===== src/rtl/clint_pkg.sv =====
// Shared types, register offsets and the byte-merge helper for the core-local interruptor.
package clint_pkg;

  localparam int unsigned XLEN   = 64;
  localparam int unsigned STRB_W = XLEN / 8;
  localparam int unsigned CNT_W  = 4;

  localparam logic [15:0] CLINT_MSIP_OFF     = 16'h0000;
  localparam logic [15:0] CLINT_MTIMECMP_OFF = 16'h4000;
  localparam logic [15:0] CLINT_MTIME_OFF    = 16'hBFF8;

  typedef enum logic [1:0] {
    IDLE = 2'd0,
    WAIT = 2'd1,
    RESP = 2'd2
  } clint_state_t;

  typedef struct packed {
    logic              valid;
    logic [XLEN-1:0]   addr;
    logic [2:0]        size;
    logic [STRB_W-1:0] strobe;
    logic [XLEN-1:0]   data;
  } dbus_req_t;

  typedef struct packed {
    logic            addr_ok;
    logic            data_ok;
    logic [XLEN-1:0] data;
  } dbus_resp_t;

  // Replace each byte of old_v whose strobe bit is set with the matching byte of wdata.
  function automatic logic [XLEN-1:0] byte_merge(input logic [XLEN-1:0]   old_v,
                                                 input logic [XLEN-1:0]   wdata,
                                                 input logic [STRB_W-1:0] strb);
    logic [XLEN-1:0] res;
    res = old_v;
    for (int i = 0; i < int'(STRB_W); i++) begin
      if (strb[i]) res[8*i +: 8] = wdata[8*i +: 8];
    end
    return res;
  endfunction

endpackage


===== src/rtl/clint_timer.sv =====
// mtime counter with write override and registered mtime >= mtimecmp compare.
// CLINT_TICK_DIV_EN: when defined, mtime advances once every TICK_DIV clocks.
module clint_timer
  import clint_pkg::*;
#(
  parameter int unsigned TICK_DIV = 1
) (
  input  logic            clk,
  input  logic            rst_n,
  input  logic            mtime_we_i,
  input  logic [XLEN-1:0] mtime_wdata_i,
  input  logic [XLEN-1:0] mtimecmp_nxt_i,
  output logic [XLEN-1:0] mtime_o,
  output logic            trint_o
);

  logic [XLEN-1:0] mtime_q, mtime_d;
  logic            trint_q;
  logic            tick;

`ifdef CLINT_TICK_DIV_EN
  localparam logic [31:0] PRE_LAST = 32'(TICK_DIV - 1);

  logic [31:0] pre_q, pre_d;

  // Prescaler restarts whenever software rewrites mtime.
  always_comb begin
    pre_d = pre_q;
    tick  = 1'b0;
    if (mtime_we_i) begin
      pre_d = '0;
    end else if (pre_q == PRE_LAST) begin
      pre_d = '0;
      tick  = 1'b1;
    end else begin
      pre_d = pre_q + 32'd1;
    end
  end

  always_ff @(posedge clk or negedge rst_n) begin
    if (!rst_n) pre_q <= '0;
    else        pre_q <= pre_d;
  end
`else
  localparam int unsigned unused_tick_div = TICK_DIV;
  assign tick = 1'b1;
`endif

  // A software write takes priority over the increment in the same cycle.
  always_comb begin
    mtime_d = mtime_q;
    if (mtime_we_i) mtime_d = mtime_wdata_i;
    else if (tick)  mtime_d = mtime_q + XLEN'(1);
  end

  always_ff @(posedge clk or negedge rst_n) begin
    if (!rst_n) begin
      mtime_q <= '0;
      trint_q <= 1'b0;
    end else begin
      mtime_q <= mtime_d;
      trint_q <= (mtime_d >= mtimecmp_nxt_i);
    end
  end

  assign mtime_o = mtime_q;
  assign trint_o = trint_q;

endmodule


===== src/rtl/clint.sv =====
// Core-local interruptor: fixed-latency dbus target holding msip, mtimecmp and mtime.
// CLINT_TICK_DIV_EN: enables the mtime prescaler inside clint_timer.
module clint
  import clint_pkg::*;
#(
  parameter logic [63:0] BASE     = 64'h0000_0000_0200_0000,
  parameter int unsigned LATENCY  = 0,
  parameter int unsigned TICK_DIV = 1
) (
  input  logic       clk,
  input  logic       reset,
  input  dbus_req_t  dreq,
  output dbus_resp_t dresp,
  output logic       trint,
  output logic       swint
);

  localparam bit         HAS_WAIT = (LATENCY > 0);
  localparam logic [CNT_W-1:0] CNT_LAST = HAS_WAIT ? CNT_W'(LATENCY - 1) : '0;

  clint_state_t     state_q, state_d;
  logic [CNT_W-1:0] cnt_q, cnt_d;
  dbus_req_t        req_q, req_d;
  dbus_resp_t       dresp_q, dresp_d;
  logic             msip_q, msip_d;
  logic [XLEN-1:0]  mtimecmp_q, mtimecmp_d;
  logic [XLEN-1:0]  mtime;
  logic [XLEN-1:0]  mtime_wdata;
  logic [XLEN-1:0]  rdata;
  logic             mtime_we;
  logic             base_hit, sel_msip, sel_cmp, sel_time;
  logic             unused_req;

  // Decode uses only the 8-byte lane index within the window.
  assign base_hit = (req_q.addr[63:16] == BASE[63:16]);
  assign sel_msip = base_hit && (req_q.addr[15:3] == CLINT_MSIP_OFF[15:3]);
  assign sel_cmp  = base_hit && (req_q.addr[15:3] == CLINT_MTIMECMP_OFF[15:3]);
  assign sel_time = base_hit && (req_q.addr[15:3] == CLINT_MTIME_OFF[15:3]);
  assign unused_req = ^{req_q.valid, req_q.size, req_q.addr[2:0]};

  assign mtime_wdata = byte_merge(mtime, req_q.data, req_q.strobe);

  always_comb begin
    rdata = '0;
    if (sel_msip)      rdata = {{(XLEN-1){1'b0}}, msip_q};
    else if (sel_cmp)  rdata = mtimecmp_q;
    else if (sel_time) rdata = mtime;
  end

  // Request FSM; register writes commit on the edge that leaves RESP.
  always_comb begin
    state_d    = state_q;
    cnt_d      = cnt_q;
    req_d      = req_q;
    msip_d     = msip_q;
    mtimecmp_d = mtimecmp_q;
    mtime_we   = 1'b0;
    dresp_d    = '0;
    case (state_q)
      IDLE: begin
        if (dreq.valid) begin
          req_d = dreq;
          cnt_d = '0;
          if (HAS_WAIT) state_d = WAIT;
          else          state_d = RESP;
        end
      end
      WAIT: begin
        if (!dreq.valid)            state_d = IDLE;
        else if (cnt_q == CNT_LAST) state_d = RESP;
        else                        cnt_d   = cnt_q + CNT_W'(1);
      end
      RESP: begin
        dresp_d.addr_ok = 1'b1;
        dresp_d.data_ok = 1'b1;
        dresp_d.data    = rdata;
        if (sel_msip && req_q.strobe[0]) msip_d = req_q.data[0];
        if (sel_cmp) mtimecmp_d = byte_merge(mtimecmp_q, req_q.data, req_q.strobe);
        mtime_we = sel_time && (|req_q.strobe);
        state_d  = IDLE;
      end
      default: state_d = IDLE;
    endcase
  end

  always_ff @(posedge clk or negedge reset) begin
    if (!reset) begin
      state_q    <= IDLE;
      cnt_q      <= '0;
      req_q      <= '0;
      dresp_q    <= '0;
      msip_q     <= 1'b0;
      mtimecmp_q <= '1;
    end else begin
      state_q    <= state_d;
      cnt_q      <= cnt_d;
      req_q      <= req_d;
      dresp_q    <= dresp_d;
      msip_q     <= msip_d;
      mtimecmp_q <= mtimecmp_d;
    end
  end

  clint_timer #(
    .TICK_DIV(TICK_DIV)
  ) u_timer (
    .clk           (clk),
    .rst_n         (reset),
    .mtime_we_i    (mtime_we),
    .mtime_wdata_i (mtime_wdata),
    .mtimecmp_nxt_i(mtimecmp_d),
    .mtime_o       (mtime),
    .trint_o       (trint)
  );

  assign dresp = dresp_q;
  assign swint = msip_q;

endmodule


===== config.mk =====
export PLATFORM = sky130hd
export DESIGN_NAME = clint
export DESIGN_NICKNAME = d
export VERILOG_FILES = /design/src/rtl/clint_pkg.sv /design/src/rtl/clint_timer.sv /design/src/rtl/clint.sv
export SDC_FILE = /design/constraint.sdc
export NUM_CORES = 1
export LEC_CHECK = 0
export ABC_AREA = 1
export BUFFER_PORTS_ARGS = -buffer_cell sky130_fd_sc_hd__buf_2
export CAP_MARGIN = 15
export CORE_UTILIZATION = 60
export CTS_CLUSTER_DIAMETER = 40
export DETAILED_ROUTE_END_ITERATION = 10
export PLACE_DENSITY = 0.81
export REMOVE_ABC_BUFFERS = 1
export SYNTH_ARGS = -nofsm -noshare
export SYNTH_HDL_FRONTEND = slang
export SYNTH_SLANG_ARGS = --single-unit

===== constraint.sdc =====
create_clock -name clk -period 3.66 [get_ports clk]
set_clock_uncertainty 0.05 [all_clocks]
set_input_delay 0.732 -clock clk [delete_from_list [all_inputs] [get_ports clk]]
set_output_delay 0.732 -clock clk [all_outputs]
set_load 0.01 [all_outputs]

# After elaboration in Yosys (flattened, before gate mapping)
# Cells that the tools add are included.
[totals]
ff_bits = 338
latchBits = 0
mem_bits_rw = 0
romBits = 0
in_bits = 142
output_inout_bits = 68
word_cells = 70
n_memories = 0
[classes]
addsub = 2
mul = 0
div = 0
magnitude_cmp = 1
n_eq_ne = 9
shift = 0
mux = 32
n_bitwise = 0
n_reduce_logical = 14
[op_table]
columns = ["operator", "n"]
rows = [
  ["64-bit 2-to-1 mux", 6],
  ["8-bit 2-to-1 mux", 16],
  ["66-bit 2-to-1 mux", 1],
  ["64-bit by 1-bit adder with 64-bit output (second input constant)", 1],
  ["64-bit >= comparator", 1],
  ["48-bit by 10-bit equality test with 1-bit output (second input constant)", 1],
  ["13-bit by 12-bit equality test with 1-bit output (second input constant)", 1],
  ["13-bit equality test (second input constant)", 1],
  ["13-bit zero test", 1],
  ["4-bit 2-to-1 mux", 3],
  ["4-bit case mux with 2 select lines", 1],
  ["8-bit OR reduction", 1],
  ["2-bit 2-to-1 mux", 3],
  ["2-bit inequality test (second input constant)", 3],
  ["2-bit AND reduction", 3],
  ["1-bit logical AND", 5],
  ["4-bit by 1-bit adder with 4-bit output (second input constant)", 1],
  ["4-bit zero test", 1],
  ["2-bit case mux with 2 select lines", 1],
  ["4-bit AND reduction", 1],
  ["3-bit inequality test (second input constant)", 1],
  ["2-bit by 1-bit equality test with 1-bit output (second input constant)", 1],
  ["2-bit equality test (second input constant)", 1],
  ["2-bit zero test", 1],
  ["2 further kinds", 2],
]

# Depth between registers and ports, before layout
# Gate-level depths: netlist of the first run.
[logic_depth]
ltp_word = 6
mapped_depth = 25

# By module
# A second synthesis of the first run with hierarchy kept.
[unflattened]
cells_unflattened = 2863
hier_area_um2 = 19920.4
[by_module_without_submodules]
columns = ["mod", "instances", "cells_each", "area_per_inst_um2", "seq_area_each_um2"]
rows = [
  ["clint", 1, 1938, 13814.5, 6686.4],
  ["clint_timer", 1, 925, 6105.9, 1626.6],
]

# Worst setup path before layout of the first run
# OpenSTA, ideal clock, no wires.
[synth_timing]
path_kind = "reg2reg"
startpoint = "register req_q[70] in the netlist's numbering"
endpoint = "register u_timer.trint_q, in the netlist u_timer.trint_o"
arrival_ps = 2423
required_time_ps = 3493
path_slack_ps = 1070
stages_incl_launch_ff = 21
period_less_slack_ps = 2590
cell_sequence = "dfrtp_1 -> buf_2 -> inv_2 -> nand4_1 -> nor2_1 -> nor2_2 -> nand4_2 -> buf_2 -> buf_2 -> nand3_1 -> o21ai_1 -> ha_1 -> a21o_1 -> nor2_1 -> nand2_1 -> nand2_1 -> nand2_1 -> nor2_1 -> nand2_1 -> nand2_1 -> nand2_1"
[synth_between]
elab_chain_len = 5
[synth_rtl]
columns = ["element", "line", "text"]
rows = [
  ["start: declaration", "clint.sv:23", "dbus_req_t req_q, req_d;"],
  ["start signal: assignment", "clint.sv:97", "req_q <= req_d;"],
  ["8-bit OR reduction", "clint.sv:79", "mtime_we = sel_time && (|req_q.strobe);"],
  ["1-bit logical AND", "clint.sv:79", ""],
  ["1-bit 2-to-1 mux", "clint.sv:59", "case (state_q)"],
  ["64-bit 2-to-1 mux", "clint_timer.sv:52", "if (mtime_we_i) mtime_d = mtime_wdata_i;"],
  ["named net u_timer.mtime_d[23]", "clint_timer.sv:17", "logic [XLEN-1:0] mtime_q, mtime_d;"],
  ["64-bit >= comparator", "clint_timer.sv:62", "trint_q <= (mtime_d >= mtimecmp_nxt_i);"],
  ["end signal: assignment", "clint_timer.sv:62", ""],
  ["end: declaration", "clint_timer.sv:18", "logic trint_q;"],
]
# The timed path passes the listed nets, and every way through them passes these cells.
# A chain may end at the register's enable or synchronous reset.

# Worst setup path after layout of the first run
[layout_timing]
startpoint = "register u_timer.mtime_q[0], in the netlist u_timer.mtime_o[0]"
endpoint = "register u_timer.trint_q, in the netlist u_timer.trint_o"
[layout_between]
elab_chain_len = 3
[layout_rtl]
columns = ["element", "line", "text"]
rows = [
  ["start: declaration", "clint_timer.sv:17", ""],
  ["start signal: assignment", "clint_timer.sv:61", "mtime_q <= mtime_d;"],
  ["64-bit by 1-bit adder with 64-bit output", "clint_timer.sv:53", "else if (tick) mtime_d = mtime_q + XLEN'(1);"],
  ["64-bit 2-to-1 mux", "clint_timer.sv:52", ""],
  ["named net u_timer.mtime_d[52]", "clint_timer.sv:17", ""],
  ["64-bit >= comparator", "clint_timer.sv:62", ""],
]
# The timed path passes the listed nets, and every way through them passes these cells.

==> results of run 1 <==
area by class of cell:
class	count	area [um2]	share of cell area
Antenna cell	1	2.50	0.000109
Tap cell	402	503	0.0220
Clock inverter	27	284	0.0124
Sequential cell	329	8320	0.363
Inverter	218	821	0.0358
Timing Repair Buffer	297	1860	0.0810
Clock buffer	62	1390	0.0605
Multi-Input combinational cell	2072	9740	0.425
how the worst max path moves through the flow:
stage | slack, ns | cells after the start | startpoint | endpoint
2_1_floorplan | -4.11 | 3 | state_q[1] | state_q[1]
3_3_place_gp | 0.28 | 21 | u_timer.mtime_o[0] | u_timer.trint_o
3_5_place_dp | 0.27 | 20 | u_timer.mtime_o[0] | u_timer.trint_o
4_1_cts | 0.17 | 21 | u_timer.mtime_o[0] | u_timer.trint_o
5_1_grt | 0.002 | 23 | req_q[94] | u_timer.trint_o
6_report | 0.26 | 20 | u_timer.mtime_o[0] | u_timer.trint_o
sequential cells by signal, summed over array words and instances (netlist names):
signal / count
u_timer.trint_o: 1
req_q: 133
u_timer.mtime_o: 64
mtimecmp_q: 64
swint: 1
dresp: 65
state_q: 1
report_power, final:
group	total [mW]	internal, mW	switching [mW]
sequential	4.16	3.94	0.218
combinational	1.23	0.425	0.801
clock	4.71	2.87	1.83
stage by stage:
stage	utilization	cells	setup WS [ns]	TNS (ns)	area (um2)
2_1_floorplan	-	2619	-4.11	-715.24	18800
3_3_place_gp	0.668	3316	0.282	0	21200
3_5_place_dp	0.668	3316	0.274	0	21200
4_1_cts	0.721	3405	0.173	0	22900
5_1_grt	0.722	3407	0.00192	0	22900
6_report	0.722	3408	0.259	0	22900
placed cells by master, fill, tap and decap left out, types with 3 or more instances in the layout:
cell and count:
buf_12 10, o21bai_1 35, clkbuf_1 3, o21ai_0 81, clkinv_2 6, clkinv_8 3
nor2_1 290, inv_2 11, nor2_4 5, clkbuf_16 50, a21oi_1 163, dfrtp_1 263
inv_6 8, buf_4 84, o21ai_1 19, o21a_1 4, a21boi_0 3, inv_1 206
nand4_1 97, or2_2 12, ha_1 64, nand3_1 110, nand2_1 1068, buf_2 202
dfstp_2 64, clkbuf_8 9, nor3_1 17, xor2_1 19, inv_8 3, nor2_2 10
clkinv_4 3, and2_1 3, nand3b_1 59
cells by family (layout without fill, tap and decap cells):
group | Yosys count | in the layout | share of synthesized area
buffers and inverters | 344 | 604 | 0.0719
other | 0 | 1 | 0
adder cells (fa/ha/maj) | 65 | 65 | 0.0419
XOR/XNOR | 20 | 20 | 0.00902
flip-flops | 329 | 329 | 0.428
AO/OA/AOI/OAI | 307 | 307 | 0.0848
AND/OR/NAND/NOR | 1680 | 1680 | 0.364
per-layer routing:
layer  wire, um  vias up
li1           -     9237
met1      25100     9169
met2      29500      987
met3       5240      211
met4       2650        0
met5          0        -
critical path, stage by stage (launching register included):
cell	delay [ns]
dfrtp_1	0.44
ha_2	0.28
nand2_1	0.12
nor2_2	0.18
buf_4	0.14
inv_1	0.04
nor3_1	0.36
buf_4	0.19
nand4_1	0.06
nand3_1	0.09
nand2_1	0.09
ha_1	0.29
nand4_1	0.13
nor3_1	0.21
buf_4	0.16
nand2_1	0.13
nor2_1	0.12
nand2_1	0.05
nand2_1	0.06
nor2_1	0.04
nand2_1	0.07
what timing repair did:
action	4_1_cts	5_1_grt
setup endpoints to repair	0	1
gates resized for setup	0	6
setup buffers	0	2
==> reports/metrics.cfg, run 1 <==
[grt]
groute.usage.overall = 0.384
grt_use_met1 = 0.485
busiest_layer = met2
antenna_found_initial = 1
grt_remaining_overflow = 0
grtUsageMet2 = 0.642
grt_pass1_vias = 19455
grt_max_degree = 112
grtUsageMet3 = 0.0722
grt_first_pass_wirelength_um = 99800

[critical_path]
r2r_start = u_timer.mtime_o[0]
worstPathArrival_ns = 3.85
start_kind = flip-flop
required_ns = 4.11
ff2ff_setup_slack_ns = 0.26
r2r-end = u_timer.trint_o
cp_max_fo = 5
r2r_cells = 20
crit_path_end_kind = flip-flop
worstSetupPathType = flip-flop to flip-flop

[job]
drv_cap = 0

[clock_network]
worstSkewPairLatency_ns = 0.57
ctsHoldBuffers = 0
numCtsBuffers = 48
cts_sinks = 329
clk_pin_slew_ns = 0.06
root_buffer = clkbuf_16
cts_buffer_depth = 3
cts-htree-levels = 2
tritoncts = built

[timing]
setup_viol = 0
hold_viol = 0
hold_slack_ns = 0.170
relSlewSlack = 0.384
slew_viol_final = 0
tightest_slew_ns = 0.921
max_freq_mhz = 294
period_minus_slack_ns = 3.40
rsz0062_at_grt = no
period_share = 0.929

[synthesis]
ys_seq_area_frac = 0.428
postSynthCellCount = 2745
avgSynthCellArea_um2 = 7.07
ys_seq_elements = 329
yosysTopAreaCell = dfrtp_1
synth-edff-count = 0
synth_cell_type_count = 37
dominantRegCellSynth = dfrtp_1
yosysWarnings = 0
synthTopCellsByCount = nand2_1, nor2_1, dfrtp_1
synth_most_common_cell = nand2_1
synth_top_cell_area_share = 0.342
ys_async_sr_fraction = 1.00
ys_top_cells_by_area = dfrtp_1, nand2_1, dfstp_2
netlist_area_um2 = 19400

[worst_hold_path]
hold_path_class = input port to async pin

[cells_and_area]
fillers = 2541
nNetsFinal = 3173
drive_above_1_share = 0.165
syn2layout_area_growth_pct = 18.0

[status]
status = completed

[power]
cellPowerDensity_nw_per_um2 = 441
power_mw = 10.1
p_leak_nw = 11.6
ir_worst_vdd_v = 0.000411

[route]
post_drt_wl_per_cell_um = 18.3
drt-initial-drc-count = 1907
vias = 19604
drc = 0
dr.pass1.iters = 6
wirelength_um = 62500
vias_per_cell = 5.75
antenna_left = 0

[floorplanning]
row_count = 65
die_w_um = 182
die_h_um = 182
dieArea_um2 = 33100
io_pins = 210
start_util = 0.612
core-area_um2 = 31700

[placed_design]
place_hpwl_um = 44700
place.port_buffers = 203
gp_congestion = 0.999

Note: power is estimated with default switching activity, not from simulation.
==> run 2: changes to the inputs <==
ABC_AREA = unset   (was 1)
CORE_UTILIZATION = 58   (was 60)
PLACE_DENSITY = 0.8   (was 0.81)
==> run 2 against run 1 <==
  * The run now ends with setup timing left
  * First-iteration DRC count is 40% lower
  * Worst setup slack worse by 0.71 ns
  * Via count is 31% lower
  * Die area is 14% lower
  * Highest routed layer unchanged
==> reports/metrics.cfg, run 2 <==
[status]
status = finished, violations left
violations = setup timing

[clock_network]
numCtsBuffers = 44
clk_pin_slew_ns = 0.06
cts-htree-levels = 2
worstSkewPairLatency_ns = 0.54
root_buffer = clkbuf_16
tritoncts = built
cts_buffer_depth = 3
cts_sinks = 329

[job]
drv_cap = 0

[critical_path]
r2r_start = req_q[80]
worstPathArrival_ns = 4.48
ff2ff_setup_slack_ns = -0.45
cp_max_fo = 7
cpLargestDelayFamily = simple AND/OR/NAND/NOR gates
r2r-end = u_timer.trint_o
r2r_cells = 13
crit_path_end_kind = flip-flop
slowest_delay_ns = 0.66
crit_path_frequent_cell = or4_4
start_kind = flip-flop
path_cells = nand4_1, or4_4, or4_4, buf_4, o22ai_1, a21oi_2, a311oi_2, ha_1, and4_1, a221oi_2, o211ai_1, a2111oi_4, nor2_1
required_ns = 4.03
critPathBufInv = 1
critPathSlowestCell = or4_4
worstSetupPathType = flip-flop to flip-flop

[floorplanning]
io_pins = 210
dieArea_um2 = 28500
core-area_um2 = 27100
die_h_um = 169
start_util = 0.595
row_count = 60
die_w_um = 169

[grt]
groute.usage.overall = 0.317
grt_first_pass_wirelength_um = 71400
grt_max_degree = 91
grt_remaining_overflow = 0
antenna_found_initial = 0
grt_pass1_vias = 13851

[synthesis]
yosysWarnings = 0
postSynthCellCount = 1377
synth_most_common_cell = dfrtp_1
avgSynthCellArea_um2 = 11.7
synth_top_cell_area_share = 0.411
synth-edff-count = 0
netlist_area_um2 = 16100
synth_cell_type_count = 66
ys_seq_elements = 329
synthTopCellsByCount = dfrtp_1, mux2_2, nor2_1
ys_top_cells_by_area = dfrtp_1, mux2_2, dfstp_2
ys_seq_area_frac = 0.515
ys_async_sr_fraction = 1.00
yosysTopAreaCell = dfrtp_1
dominantRegCellSynth = dfrtp_1

[placed_design]
gp_congestion = 0.931
place_hpwl_um = 31300
place.port_buffers = 203

[timing]
relSlewSlack = 0.491
period_share = 1.12
tightest_slew_ns = 0.763
slew_viol_final = 0
fin_setup_tns_ns = -0.452
setup_viol = 1
hold_viol = 0
hold_slack_ns = 0.182
rsz0062_at_grt = yes
period_minus_slack_ns = 4.11
worst_slack_ns = -0.452
max_freq_mhz = 243

[cells_and_area]
nNetsFinal = 2017
top_register = req_q
diodes = 0
largest_reg_flops = 133
final_common_cell = dfrtp_1
syn2layout_area_growth_pct = 32.0
drive_above_1_share = 0.475
layout_common_cells = dfrtp_1, buf_4, buf_2

[route]
post_drt_wl_per_cell_um = 20.6
dr.pass1.iters = 6
vias_per_cell = 6.10
vias = 13539
wirelength_um = 45600
drt-initial-drc-count = 1142
drc = 0
antenna_left = 0

[worst_hold_path]
hold_path_class = input port to async pin

[power]
ir_worst_vdd_v = 0.000377
p_leak_nw = 10.0
cellPowerDensity_nw_per_um2 = 425

run 2: cell types whose count changed after synthesis, sizes merged, moves of 64 or more:
cell	change
inv	-190
mux2	+197
mux2i	+66
nand3	-75
nor2	-186
o21ai	-64
nand2	-1004
a21oi	-106
nand4	-64
run 2: per-stage QoR:
step	instance area [um2]	util	power, mW	setup slack, ns	std cells
after floorplan	15900	-	4.39	-3.79	1312
after global placement	19300	0.712	4.70	-0.639	2124
after detailed placement	19300	0.712	4.74	-0.696	2124
after CTS	21000	0.775	9.07	-0.440	2210
after global routing	21300	0.786	9.33	-0.667	2218
final	21300	0.786	9.05	-0.452	2218
run 2: logic make-up (layout without fill, tap and decap cells):
| kind of cell | count (synthesis) | in the layout | share of synthesized area |
|---|---|---|---|
| buffers and inverters | 92 | 561 | 0.0232 |
| multiplexers | 263 | 263 | 0.178 |
| flip-flops | 329 | 329 | 0.515 |
| adder cells (fa/ha/maj) | 65 | 65 | 0.0504 |
| AO/OA/AOI/OAI | 280 | 280 | 0.124 |
| AND/OR/NAND/NOR | 348 | 348 | 0.108 |
run 2: how the worst max path moves through the flow:
stage | start | endpoint | depth (start not counted)
after floorplan | dreq[139] | req_q[0] | 2
after global placement | req_q[116] | u_timer.trint_o | 15
after detailed placement | req_q[117] | u_timer.trint_o | 16
after CTS | req_q[122] | u_timer.trint_o | 15
after global routing | req_q[109] | u_timer.trint_o | 17
final | req_q[80] | u_timer.trint_o | 13
run 2: metal layers:
| layer | routed length [um] | track usage | vias up |
|---|---|---|---|
| li1 | - | - | 6077 |
| met1 | 18300 | 0.410 | 6655 |
| met2 | 22100 | 0.529 | 666 |
| met3 | 3490 | 0.0587 | 141 |
| met4 | 1720 | 0.129 | 0 |
| met5 | 0 | 0 | - |
run 2: where the power goes:
| group | switching [mW] | internal [mW] | leakage (nW) | total (mW) |
|---|---|---|---|---|
| Combinational | 0.289 | 0.342 | 5.30 | 0.631 |
| Sequential | 0.236 | 3.86 | 4.04 | 4.10 |
| Clock | 1.69 | 2.63 | 0.715 | 4.32 |
| Total | 2.22 | 6.83 | 10.0 | 9.05 |
run 2: what timing repair did:
item,CTS,global route
hold buffers,0,0
pin swaps,21,43
hold endpoints to repair,0,0
endpoints found under the setup margin,1,1
resized for setup,41,46
cloned,0,1
buffers inserted,4,9
run 2: cell type report:
type,instances,area [um2]
sequential,329,8310
clock inverter,27,308
fill,1594,5810
inverter,27,101
multi-input combinational,956,7810
clock buffer,55,1180
timing repair buffer,452,3110
tap,372,465
==> run 3: changes to the inputs <==
CORE_UTILIZATION = 59   (was 58)
PLACE_DENSITY = 0.81   (was 0.8)
SYNTH_HIERARCHICAL = 1   (was unset)
==> run 3 against run 2 <==
  * The run still ends with setup timing left
  * Cell area grew 0.54%
  * Worst hold slack gained 0.010 ns
  * Critical path depth grew 2
  * First-iteration DRC count grew 29%
  * Non-clock buffer count shrank 104
  * Power grew 3.9%
  * Global-route usage grew 0.68 points
  * Largest cell class is now multi-input combinational cells
==> reports/metrics.cfg, run 3 <==
[status]
status = finished, violations left
violations = setup timing

[critical_path]
startpoint = req_q[136]
required_ns = 4.02
worstPathArrival_ns = 4.34
r2r_start = req_q[136]
start_kind = flip-flop
cp_max_fo = 7
crit_path_end_kind = flip-flop
worstSetupPathType = flip-flop to flip-flop

[placed_design]
place_ws_ns = -0.781
gp_congestion = 0.907
dp.cells = 2066
place.port_buffers = 203
place_hpwl_um = 27900

[clock_network]
cts-htree-levels = 2
tritoncts = built
root_buffer = clkbuf_16
clk_pin_slew_ns = 0.06
numCtsBuffers = 44
cts_sinks = 329
worstSkewPairLatency_ns = 0.55
ctsHoldBuffers = 0
cts_buffer_depth = 3

[route]
vias = 13950
wirelength_um = 48500
post_drt_wl_per_cell_um = 22.3
antenna_left = 0
dr.pass1.iters = 5
drt-initial-drc-count = 1469
vias_per_cell = 6.42
drc = 0

[power]
p_leak_nw = 9.24
p_sw_frac = 0.243
comb_power_share = 0.096
p_sw_mw = 2.29
ir_worst_vdd_v = 0.000370
p_int_mw = 7.11
pwr-share-clk = 0.473
cellPowerDensity_nw_per_um2 = 439
seqPwrFrac = 0.432

[cells_and_area]
stdcell_count = 2173
final_common_cell = dfrtp_1
largest_reg_flops = 133
syn2layout_area_growth_pct = 26.5
fillers = 1704
nNetsFinal = 1965
top_register = req_q
utilization = 0.764
drive_above_1_share = 0.469
layout_common_cells = dfrtp_1, mux2_2, buf_2

[worst_hold_path]
hold_path_class = input port to async pin

[job]
drv_cap = 0

[synthesis]
ys_top_cells_by_area = dfrtp_1, mux2_2, dfstp_2
postSynthCellCount = 1470
synth_most_common_cell = dfrtp_1
yosysWarnings = 6
synth-edff-count = 0
ys_seq_area_frac = 0.491
ys_async_sr_fraction = 1.00
netlist_area_um2 = 16900
ys_seq_elements = 329
synthTopCellsByCount = dfrtp_1, mux2_2, clkbuf_1
avgSynthCellArea_um2 = 11.5
yosysTopAreaCell = dfrtp_1
synth_top_cell_area_share = 0.392
synth_cell_type_count = 51
dominantRegCellSynth = dfrtp_1

[timing]
period_minus_slack_ns = 3.97
fin_setup_tns_ns = -0.311
hold_viol = 0
setup_viol = 1
slew_viol_final = 0
period_share = 1.08
max_freq_mhz = 252
relSlewSlack = 0.332
worst_slack_ns = -0.311
tightest_slew_ns = 0.977
rsz0062_at_grt = yes

[grt]
grt_first_pass_wirelength_um = 74400
grt_pass1_vias = 14510
antenna_found_initial = 1
grt_remaining_overflow = 0
groute.usage.overall = 0.324
grt_max_degree = 99

[floorplanning]
io_pins = 210
dieArea_um2 = 29400
start_util = 0.604
die_w_um = 171
core-area_um2 = 28000
die_h_um = 171
row_count = 61

run 3: cell families after synthesis:
| family | after synthesis | share of synthesized area |
|---|---|---|
| and+or+nand+nor | 390 | 0.140 |
| AOI/OAI and AO/OA | 185 | 0.0738 |
| muxes | 263 | 0.175 |
| DFF | 329 | 0.491 |
| xor gates and xnor gates | 62 | 0.0321 |
| adders and majority gates | 65 | 0.0481 |
| buffers and inverters | 176 | 0.0399 |
run 3: power by group through the flow:
stage	sequential [mW]	clock [mW]	combinational [mW]
global placement	4.08	0	0.843
CTS	4.05	4.49	0.887
finish	4.06	4.44	0.900
global route	4.08	4.66	0.962
detailed placement	4.10	0	0.871
floorplan	4.09	0	0.492
run 3: through the flow:
step	power (mW)	instance area (um2)	hold slack (ns)
floorplan	4.58	16500	0.386
global placement	4.92	19000	0.436
detailed placement	4.97	19000	0.446
CTS	9.42	21000	0.223
global route	9.70	21400	0.230
finish	9.40	21400	0.192
run 3: worst max-delay path, cell delays in order, from the launching register on:
cell       delay [ns]
dfrtp_1          0.38
nor4_1           0.39
nand4_1          0.20
or2_4            0.31
nor4_2           0.17
buf_4            0.25
nor2_1           0.07
a21o_1           0.20
inv_1            0.12
ha_4             0.21
nand2b_4         0.14
a2111oi_4        0.39
nor4_2           0.07
or4b_4           0.58
a31oi_4          0.20
o21ai_1          0.10
run 3: repair_timing:
item	in CTS	in global routing
endpoints found under the setup margin	1	1
pin swaps	34	28
buffers inserted	18	5
gates resized for setup	72	68
gates cloned	2	0
run 3: area by class of cell:
class | instances | area [um2] | area share
Antenna cell | 1 | 2.50 | 0.000117
Clock buffer | 57 | 1210 | 0.0566
Clock inverter | 25 | 324 | 0.0151
Inverter | 70 | 275 | 0.0129
Multi-Input combinational cell | 965 | 8540 | 0.399
Sequential cell | 329 | 8320 | 0.389
Tap cell | 378 | 473 | 0.0221
Timing Repair Buffer | 348 | 2260 | 0.106
run 3: path summary, 6_finish.rpt:
check	end	slack (ns)	cells past startpoint
max	u_timer/trint_o	-0.31	15
min	dresp[40]	0.19	1
max reg2reg	u_timer/trint_o	-0.31	15
min reg2reg	req_q[97]	0.46	1
max in group asynchronous	mtimecmp_q[28]	2.37	2
min in group clk	req_q[25]	0.37	2
run 3: layer usage:
layer  routed length [um]  GRT usage  up-vias
met5                    0          0        -
li1                     -          -     6043
met3                 3430     0.0511      186
met4                 2400      0.187        0
met2                23900      0.548      785
met1                18800      0.395     6936
